==> src/rtl/muldiv_pkg.sv <==
// muldiv_pkg: shared types and constants for the HI/LO multiply/divide unit.
//   state_t        : IDLE / RUN / FIN sequencer states
//   OP_MULT/OP_DIV : op_div encodings
//   OP_UNSIGNED/OP_SIGNED : op_signed encodings
//   DIV0_QUOTIENT  : quotient returned on divide by zero (all ones, sliced to WIDTH)
package muldiv_pkg;
  typedef enum logic [1:0] {IDLE, RUN, FIN} state_t;

  localparam logic OP_MULT     = 1'b0;
  localparam logic OP_DIV      = 1'b1;
  localparam logic OP_UNSIGNED = 1'b0;
  localparam logic OP_SIGNED   = 1'b1;

  localparam logic [63:0] DIV0_QUOTIENT = '1;
endpackage

==> src/rtl/muldiv_signfix.sv <==
// muldiv_signfix: combinational sign handling shared by multiply and divide.
//   Entry : i_a/i_b -> o_abs_a/o_abs_b (magnitudes when i_signed).
//   Exit  : i_res = {upper, lower} of the unsigned core result.
//           multiply (i_div=0): whole 2*WIDTH product negated when i_neg_res.
//           divide   (i_div=1): lower (quotient) negated when i_neg_res,
//                               upper (remainder) negated when i_neg_rem.
module muldiv_signfix
  import muldiv_pkg::*;
#(
  parameter int WIDTH = 32
) (
  input  logic               i_signed,
  input  logic [WIDTH-1:0]   i_a,
  input  logic [WIDTH-1:0]   i_b,
  output logic [WIDTH-1:0]   o_abs_a,
  output logic [WIDTH-1:0]   o_abs_b,
  input  logic               i_div,
  input  logic               i_neg_res,
  input  logic               i_neg_rem,
  input  logic [2*WIDTH-1:0] i_res,
  output logic [2*WIDTH-1:0] o_res
);
  // Most-negative input maps onto itself, which is the correct unsigned magnitude.
  assign o_abs_a = (i_signed == OP_SIGNED && i_a[WIDTH-1]) ? -i_a : i_a;
  assign o_abs_b = (i_signed == OP_SIGNED && i_b[WIDTH-1]) ? -i_b : i_b;

  always_comb begin
    o_res = i_res;
    if (i_div) begin
      if (i_neg_res) o_res[WIDTH-1:0]       = -i_res[WIDTH-1:0];
      if (i_neg_rem) o_res[2*WIDTH-1:WIDTH] = -i_res[2*WIDTH-1:WIDTH];
    end else if (i_neg_res) begin
      o_res = -i_res;
    end
  end
endmodule

==> src/rtl/muldiv_unit.sv <==
// muldiv_unit: iterative radix-2 multiply/divide unit owning HI/LO.
//   clk, reset (sync, active high)
//   start, op_signed, op_div, a, b : operation request (taken only in IDLE)
//   hi_we, lo_we, wdata            : mthi/mtlo writes (IDLE and start=0 only)
//   busy, done                     : stall / one-cycle completion pulse
//   hi, lo                         : HI/LO registers
// Build option: define MULDIV_DIVIDE_EN to compile in the divide datapath;
// without it, divide requests are ignored.
module muldiv_unit
  import muldiv_pkg::*;
#(
  parameter int WIDTH = 32,
  parameter int CNT_W = 6
) (
  input  logic             clk,
  input  logic             reset,
  input  logic             start,
  input  logic             op_signed,
  input  logic             op_div,
  input  logic [WIDTH-1:0] a,
  input  logic [WIDTH-1:0] b,
  input  logic             hi_we,
  input  logic             lo_we,
  input  logic [WIDTH-1:0] wdata,
  output logic             busy,
  output logic             done,
  output logic [WIDTH-1:0] hi,
  output logic [WIDTH-1:0] lo
);
  state_t             r_state, w_next;
  logic [CNT_W-1:0]   r_cnt;
  logic [WIDTH-1:0]   r_d;      // multiplicand / divisor
  logic [WIDTH-1:0]   r_q;      // multiplier -> product low / dividend -> quotient
  logic [WIDTH-1:0]   r_r;      // product high / partial remainder
  logic               r_neg_res;
  logic [WIDTH-1:0]   r_hi, r_lo;
  logic               r_done;

  logic               w_op_ok, w_accept;
  logic               w_div, w_neg_rem;
  logic [WIDTH-1:0]   w_abs_a, w_abs_b, w_lo_res;
  logic [WIDTH:0]     w_mul_sum;
  logic [2*WIDTH-1:0] w_fix;

`ifdef MULDIV_DIVIDE_EN
  logic               r_div, r_neg_rem, r_div0;
  logic [WIDTH:0]     w_shl;
  logic               w_ge;
  logic [WIDTH-1:0]   w_sub;

  assign w_op_ok   = 1'b1;
  assign w_div     = r_div;
  assign w_neg_rem = r_neg_rem;
  // Restoring step; the trial difference always fits WIDTH bits when it is kept.
  assign w_shl     = {r_r, r_q[WIDTH-1]};
  assign w_ge      = (w_shl >= {1'b0, r_d});
  assign w_sub     = w_shl[WIDTH-1:0] - r_d;
  // Divide by zero: the core already leaves |a| as remainder, so only the
  // quotient needs overriding (the sign fix then restores hi = a).
  assign w_lo_res  = r_div0 ? DIV0_QUOTIENT[WIDTH-1:0] : w_fix[WIDTH-1:0];

  always_ff @(posedge clk) begin
    if (reset) begin
      r_div     <= 1'b0;
      r_neg_rem <= 1'b0;
      r_div0    <= 1'b0;
    end else if (w_accept) begin
      r_div     <= op_div;
      r_neg_rem <= op_signed & a[WIDTH-1];
      r_div0    <= (op_div == OP_DIV) && (b == '0);
    end
  end
`else
  assign w_op_ok   = (op_div == OP_MULT);
  assign w_div     = 1'b0;
  assign w_neg_rem = 1'b0;
  assign w_lo_res  = w_fix[WIDTH-1:0];
`endif

  assign w_accept  = (r_state == IDLE) && start && w_op_ok;
  assign w_mul_sum = {1'b0, r_r} + {1'b0, (r_q[0] ? r_d : '0)};

  muldiv_signfix #(.WIDTH(WIDTH)) u_signfix (
    .i_signed (op_signed),
    .i_a      (a),
    .i_b      (b),
    .o_abs_a  (w_abs_a),
    .o_abs_b  (w_abs_b),
    .i_div    (w_div),
    .i_neg_res(r_neg_res),
    .i_neg_rem(w_neg_rem),
    .i_res    ({r_r, r_q}),
    .o_res    (w_fix)
  );

  always_ff @(posedge clk) begin
    if (reset) r_state <= IDLE;
    else       r_state <= w_next;
  end

  always_comb begin
    w_next = r_state;
    case (r_state)
      IDLE:    if (w_accept) w_next = RUN;
      RUN:     if (r_cnt == CNT_W'(WIDTH-1)) w_next = FIN;
      FIN:     w_next = IDLE;
      default: w_next = IDLE;
    endcase
  end

  always_ff @(posedge clk) begin
    if (reset) begin
      r_cnt     <= '0;
      r_d       <= '0;
      r_q       <= '0;
      r_r       <= '0;
      r_neg_res <= 1'b0;
      r_hi      <= '0;
      r_lo      <= '0;
      r_done    <= 1'b0;
    end else begin
      r_done <= (r_state == FIN);
      case (r_state)
        IDLE: begin
          if (w_accept) begin
            r_cnt     <= '0;
            r_r       <= '0;
            r_neg_res <= op_signed & (a[WIDTH-1] ^ b[WIDTH-1]);
`ifdef MULDIV_DIVIDE_EN
            if (op_div == OP_DIV) begin
              r_d <= w_abs_b;
              r_q <= w_abs_a;
            end else
`endif
            begin
              r_d <= w_abs_a;
              r_q <= w_abs_b;
            end
          end else if (!start) begin
            if (hi_we) r_hi <= wdata;
            if (lo_we) r_lo <= wdata;
          end
        end
        RUN: begin
          r_cnt <= r_cnt + CNT_W'(1);
`ifdef MULDIV_DIVIDE_EN
          if (r_div) begin
            r_r <= w_ge ? w_sub : w_shl[WIDTH-1:0];
            r_q <= {r_q[WIDTH-2:0], w_ge};
          end else
`endif
          begin
            r_r <= w_mul_sum[WIDTH:1];
            r_q <= {w_mul_sum[0], r_q[WIDTH-1:1]};
          end
        end
        FIN: begin
          r_hi <= w_fix[2*WIDTH-1:WIDTH];
          r_lo <= w_lo_res;
        end
        default: ;
      endcase
    end
  end

  assign busy = (r_state != IDLE);
  assign done = r_done;
  assign hi   = r_hi;
  assign lo   = r_lo;
endmodule

==> config.mk <==
export PLATFORM = sky130hd
export DESIGN_NAME = muldiv_unit
export DESIGN_NICKNAME = d
export VERILOG_FILES = /design/src/rtl/muldiv_pkg.sv /design/src/rtl/muldiv_signfix.sv /design/src/rtl/muldiv_unit.sv
export SDC_FILE = /design/constraint.sdc
export NUM_CORES = 1
export LEC_CHECK = 0
export CORE_MARGIN = 3
export CORE_UTILIZATION = 28
export DETAILED_ROUTE_END_ITERATION = 8
export GPL_TIMING_DRIVEN = 0
export PLACE_DENSITY = 0.5
export SLEW_MARGIN = 40
export SYNTH_ARGS = -nofsm -noshare
export SYNTH_HDL_FRONTEND = slang
export SYNTH_SLANG_ARGS = --single-unit
==> constraint.sdc <==
create_clock -name clk -period 4.7 [get_ports clk]
set_clock_uncertainty 0.2 [all_clocks]
set_input_delay 0.705 -clock clk [delete_from_list [all_inputs] [get_ports clk]]
set_output_delay 0.705 -clock clk [all_outputs]
set_load 0.02 [all_outputs]
# Yosys cells after proc, flatten, opt, wreduce, memory -nomap -nowiden
# Index checks and enable logic that the tools add are counted.
classes:
  n_reduce_logical: 13
  n_eq_ne: 9
  muxes: 21
  addsub: 5
  bitwise_logic: 3
op_table:
  columns: ["cell", "n"]
  rows:
  - ["$mux W32", 11]
  - ["$pmux W32 S2", 4]
  - ["$mux W64", 1]
  - ["$neg A32 Y32", 2]
  - ["$neg A64 Y64", 1]
  - ["$add A32 B32 Y33", 1]
  - ["$ne A2 B2 Y1 const B", 6]
  - ["$pmux W6 S2", 1]
  - ["$reduce_and A4 Y1", 2]
  - ["$add A6 B1 Y6 const B", 1]
  - ["$eq A6 B5 Y1 const B", 1]
  - ["$mux W6", 1]
  - ["$reduce_and A2 Y1", 3]
  - ["$reduce_bool A2 Y1", 3]
  - ["$logic_and A1 B1 Y1", 4]
  - ["$mux W2", 2]
  - ["$pmux W2 S2", 1]
  - ["$eq A2 B1 Y1 const B", 1]
  - ["$eq A2 B2 Y1 const B", 1]
  - ["$logic_not A2 Y1", 1]
  - ["$and A1 B1 Y1", 1]
  - ["$not A1 Y1", 1]
  - ["$xor A1 B1 Y1", 1]
totals:
  output_inout_bits: 66
  in_bits: 103
  register_bits: 170

# Longest topological paths before layout
logic_depth:
  word_depth: 5
  depth_mapped: 13
  depth_no_buf: 11

# Hierarchy
# From an unflattened synthesis, not the netlist that was laid out.
hier_totals:
  hier_cells: 1550
  hier_area_um2: 11493.5
modules_own_cells:
  columns: ["module", "instances", "seq_area_each_um2", "area_each_um2", "cells_per_inst"]
  rows:
  - ["muldiv_unit", 1, 3403.3, 8464.4, 1084]
  - ["muldiv_signfix", 1, 0.0, 3029.2, 466]

# Worst setup path after synthesis
# OpenSTA, ideal clock, no wires.
synth_path:
  path_kind: "register to register"
  startpoint: "register r_q[0]"
  endpoint: "register r_hi[28], in the netlist hi[28]"
  t_arrival_ns: 2.966
  path_buffers: 2
  period_less_slack_ns: 3.293
  stages_incl_launch_ff: 12
  slack_ns: 1.407
  path_cell_list: "dfxtp_1 buf_2 clkbuf_1 inv_1 ha_1 or3b_2 nor4_1 nand4_1 nor4_1 mux2_1 a221oi_1 nor2_1"
synth_between:
  elab_chain_len: 3
synth_rtl:
  columns: ["item", "line_no", "source"]
  rows:
  - ["from (decl)", "muldiv_unit.sv:33", "logic [WIDTH-1:0] r_q;"]
  - ["from (signal assigned)", "muldiv_unit.sv:137", "r_q <= w_abs_b;"]
  - ["from (signal assigned)", "muldiv_unit.sv:154", "r_q <= {w_mul_sum[0], r_q[WIDTH-1:1]};"]
  - ["$neg A64 Y64", "muldiv_signfix.sv:33", "o_res = -i_res;"]
  - ["$mux W64", "muldiv_signfix.sv:32", "end else if (i_neg_res) begin"]
  - ["$pmux W32 S2", "muldiv_unit.sv:123", "case (r_state)"]
  - ["to (signal assigned)", "muldiv_unit.sv:140", "if (hi_we) r_hi <= wdata;"]
  - ["to (signal assigned)", "muldiv_unit.sv:158", "r_hi <= w_fix[2*WIDTH-1:WIDTH];"]
  - ["to (decl)", "muldiv_unit.sv:36", "logic [WIDTH-1:0] r_hi, r_lo;"]
# Every way passes these cells.
# A chain may end at the register's enable or synchronous reset.

# Worst setup path in the final report
layout_path:
  startpoint: "register r_q[0]"
  endpoint: "register r_r[31]"
layout_between:
  elab_chain_len: 3
layout_rtl:
  columns: ["item", "line_no", "source"]
  rows:
  - ["$mux W32", "muldiv_unit.sv:81", "assign w_mul_sum = {1'b0, r_r} + {1'b0, (r_q[0] ? r_d : '0)};"]
  - ["$add A32 B32 Y33", "muldiv_unit.sv:81", null]
  - ["$pmux W32 S2", "muldiv_unit.sv:123", null]
  - ["to (signal assigned)", "muldiv_unit.sv:153", "r_r <= w_mul_sum[WIDTH:1];"]
  - ["to (decl)", "muldiv_unit.sv:34", "logic [WIDTH-1:0] r_r;"]
# Every way passes these cells.

==> results.md <==
- Summed over all layers, the routed wires come to 47,000 um.
- Summed over all failing endpoints, the final setup total negative slack is 0 ns.
- The slowest stage of the critical path is the a211oi_1 cell.
- On the worst path, the slowest cell contributes a delay of around 0.63 ns.
- The total clock sinks is 170.
- The Yosys step of the flow raised 0 warnings.
- The count of maximum capacitance violations is 0.
- The die covers ~43,000 um2.
- The cell taking the most area after synthesis is dfxtp_1.
- At the pin with the least slew margin, the transition time is around 0.86 ns.
- STA puts the critical path data arrival time at between 4 and 5 ns.
- The depth of the CTS H-tree is 4.
- The most used flip-flop cell after synthesis is dfxtp_1.
- The signal on the critical path passes through buf_2, clkbuf_1, and2_1, ha_1, inv_1, fa_1, nor2b_1, o31ai_1, a211oi_1, o2111ai_1, a211oi_1, nor2_1, o41ai_1.
- For this run, the share of the core covered by cells in the final layout is ~36%.
- The data required time at the worst endpoint is 4.84 ns.
- The repair_antennas step left the layout with diodes totalling 0.
- The depth of the most critical reg-to-reg path is 13.
- Each instance of the synthesized netlist takes up on average approximately 7.6 um2.
- For this run, the top clock speed supported by timing is around 240 MHz.
- The count of cells resized by post-cts repair is 0.
- For this run, design rule violations remaining after detail routing come to 0.
- By area the synthesized netlist is led by dfxtp_1, nor2_1, xor2_1.
- The number of nets handed over by synthesis was roughly 1.6k.
- The relative slew slack is a little over two fifths.
- Setup repair after global routing left no endpoint under its margin.
- The number of standard-cell rows in the floorplan is 73.
- The hold violation count in the final report is 0.
- The height of the chip is between 200 and 250 um.
- After detailed placement, the total cell area comes to between 10,000 and 15,000 um2.
- The depth of the critical timing path with buffers and inverters included is 13.
- Fill cells in the final layout number 4,280.
- Once routing completed, OpenROAD measured the worst setup slack at 0.473 ns.
- Once detail routing completed, the nets flagged for antenna violations numbered 0.
- Summed over all cells, the static leakage comes to just over 5 nW.
- The all-layer global routing usage is 21.2%.
- The wire length of the first global-routing pass is approximately 70,000 um.
- STA classifies the critical path endpoint as a flip-flop.
- The via count of the first global-routing pass is around 12k.
- The layout overhead on the synthesized area is 25.8%.
- The top cell family by delay on the critical path is compound AO/OA/AOI/OAI gates.
- The violation count after the first detailed-routing iteration is 915.
- The root buffer cell chosen for the clock tree is clkbuf_16.
- The number of different library cells in the post-synthesis netlist is about 70.
- The count of final max-slew check failures is 0.
- The latest clock arrival within the worst-skew pair is 0.45 ns.
- The class of the worst hold path is flip-flop to flip-flop.
- The final HPWL from detailed placement is 37,600 um.
- In this run the deepest clock path goes through 2 buffers.
- In this run, CTS created clock tree buffers numbering 17.
- Yosys mapped a number of flops with a built-in enable equal to 0.
- For this configuration, the core starts out at a cell density of between 20 and 30%.
- The share of the Yosys chip area taken by registers is between 30% and 40%.
- Timing analysis after detailed placement gives a worst setup slack of approximately 0.51 ns.
- After clock tree synthesis, the setup repair step added 0 buffers.
- The cell area after technology mapping is roughly 11,000 um2.
- The top fanout value on the critical path is 10.
- The power per cell area is approximately 270 nW/um2.
- The beginning of the critical path is r_q[0].
- The initial antenna violation count is 0.
- The endpoint identified for the worst register-to-register timing path is r_r[31].
- Routability-driven placement finished with a final weighted congestion of 0.903.
- The total overflow left after global routing is 0.
- The TritonCTS clock tree is done.
- During placement, the flow inserted port buffers numbering about 170.
- Counting flops and latches in the post-synthesis netlist gives 170.
- Detailed routing inserted a total of between 10k and 15k vias.
- The proportion of register bits with asynchronous set or reset after synthesis is 0%.
- Measured along the x axis, the die boundary spans about 210 um.
- The destination of the critical timing path is r_r[31].
- The net total in the final layout is about 1.8k.
- Synthesis handed over a netlist of between 1k and 1.5k instances.
- STA classifies the critical path startpoint as a flip-flop.
- In this run the most critical hold path is launched from lo[14].
- The area of the core is roughly 40,000 um2.
- Across the VDD grid, the largest voltage drop is between 0.15 and 0.2 mV.
- The most common cell type on the critical path is a211oi_1.
- The origin of the critical flop-to-flop path is r_q[0].
- By count the netlist is led by nor2_1, dfxtp_1, nand2_1.
- The period utilization is about nine tenths.
- The worst register-to-register path has a setup slack of approximately 0.47 ns.
- Together, buffers and inverters on the worst path number 3.
- The flow ran to the end, and the final reports show no timing, DRC or antenna violations.
- The routed via count divided by cell count is about 5.5.
- The post-detailed-route wirelength per cell is approximately 21 um.
- The share of synthesized area in the top cell type comes to between 30 and 40%.
- The total of endpoints with negative setup slack in the final report is 0.
- Of the cells placed in the final design, the portion with a size suffix greater than 1 is under 10%.
- After layout, the minimum clock period comes to around 4.2 ns.
- The largest net degree at the start of global routing is 18.
- The number of buffers added to fix hold violations after cts is 0.
- between 150 and 200 I/O pins were placed.
- The clock transition at the registers of the reported paths is 0.07 ns.
- The final cell area excluding filler cells is 14,300 um2.
- The critical path class is flip-flop to flip-flop.
- The total iterations of the first detailed-routing run is 7.
- Among all cell types in the netlist, the one instantiated most often is nor2_1.
## per-stage QoR
step	hold slack (ns)	cells	power, mW
after floorplan	0.227	1494	2.04
after global placement	0.237	2186	2.41
after detailed placement	0.245	2186	2.42
after CTS	0.256	2218	3.86
after global routing	0.279	2218	4.00
final	0.256	2218	3.85
## cells in the final DEF, fill, tap and decap left out, types with 6 or more instances in the layout
cell type,synthesis,layout
o2111ai_1,6,6
a222oi_1,29,29
xor2_1,74,74
clkdlybuf4s50_1,0,167
o31ai_1,26,26
clkbuf_1,100,100
a21oi_1,126,126
o41ai_1,13,13
inv_6,0,6
nand4_1,15,15
a211o_1,18,18
clkbuf_16,0,17
o21ai_0,70,70
and2_1,36,36
xnor2_1,40,40
or3_1,37,37
dfxtp_1,170,170
a22oi_1,8,8
inv_1,20,20
a221oi_1,8,8
a31oi_1,11,11
nand3_1,27,27
buf_1,8,8
nor4_1,17,16
o22ai_1,9,9
mux2i_1,10,10
nor2b_1,12,12
a211oi_1,43,43
a311oi_1,7,7
ha_1,36,36
nor3_1,33,33
or4_1,17,17
nand2b_1,8,8
a21o_1,14,14
nand2_1,135,135
o21ai_1,8,8
o21a_1,6,6
nor2_1,209,209
o211ai_1,10,10
## where the power goes
| part | total (mW) | internal, mW | switching, mW | leakage (nW) |
|---|---|---|---|---|
| logic | 0.819 | 0.326 | 0.493 | 3.45 |
| registers | 1.57 | 1.51 | 0.0650 | 1.39 |
| clock network | 1.46 | 0.767 | 0.694 | 0.282 |
| total | 3.85 | 2.60 | 1.25 | 5.12 |
## state kept, by name, summed over array words and instances (netlist names)
register   count
r_r           32
r_d           32
r_neg_res      1
done           1
lo            32
r_cnt          6
r_q           32
r_state        2
hi            32
## layout make-up
class / instances / area, um2 / share of cell area [%]
Buffer: 111 / 427 / 2.99
Clock buffer: 18 / 439 / 3.08
Clock inverter: 14 / 153 / 1.07
Inverter: 20 / 75.1 / 0.526
Multi-Input combinational cell: 1193 / 7440 / 52.1
Sequential cell: 170 / 3400 / 23.9
Tap cell: 525 / 657 / 4.61
Timing Repair Buffer: 167 / 1670 / 11.7
## worst min-delay path, cell delays in order (launching register included)
cell     delay, ns
dfxtp_1       0.31
nand2_1       0.05
a21oi_1       0.05
## metal layers
| layer | wire length, um | GRT usage (%) | vias up | share of wire, % |
|---|---|---|---|---|
| li1 | - | - | 5893 | - |
| met1 | 22600 | 30.7 | 5806 | 48 |
| met2 | 20700 | 32.9 | 393 | 44 |
| met3 | 2750 | 3.91 | 42 | 5.9 |
| met4 | 830 | 4.45 | 0 | 1.8 |
| met5 | 0 | 0 | - | 0 |
## worst min-delay path by stage
stage	end	slack [ns]	cells after the start
2_1_floorplan	r_d[30]	0.23	2
4_1_cts	lo[14]	0.26	2
3_5_place_dp	r_d[0]	0.25	2
5_1_grt	r_d[31]	0.28	2
3_3_place_gp	r_d[30]	0.24	2
6_report	lo[14]	0.26	2
## cell families (layout without fill, tap and decap cells)
logic type	Yosys count	count (layout)	share of synthesized area, %
and+or+nand+nor	578	578	24.6
AOI/OAI and AO/OA	452	452	27.0
DFF	170	170	30.0
buffers and inverters	131	330	4.43
xor gates and xnor gates	114	114	8.81
adders and majority gates	37	37	4.15
muxes	12	12	1.08
(Power assumes the default switching activity.)
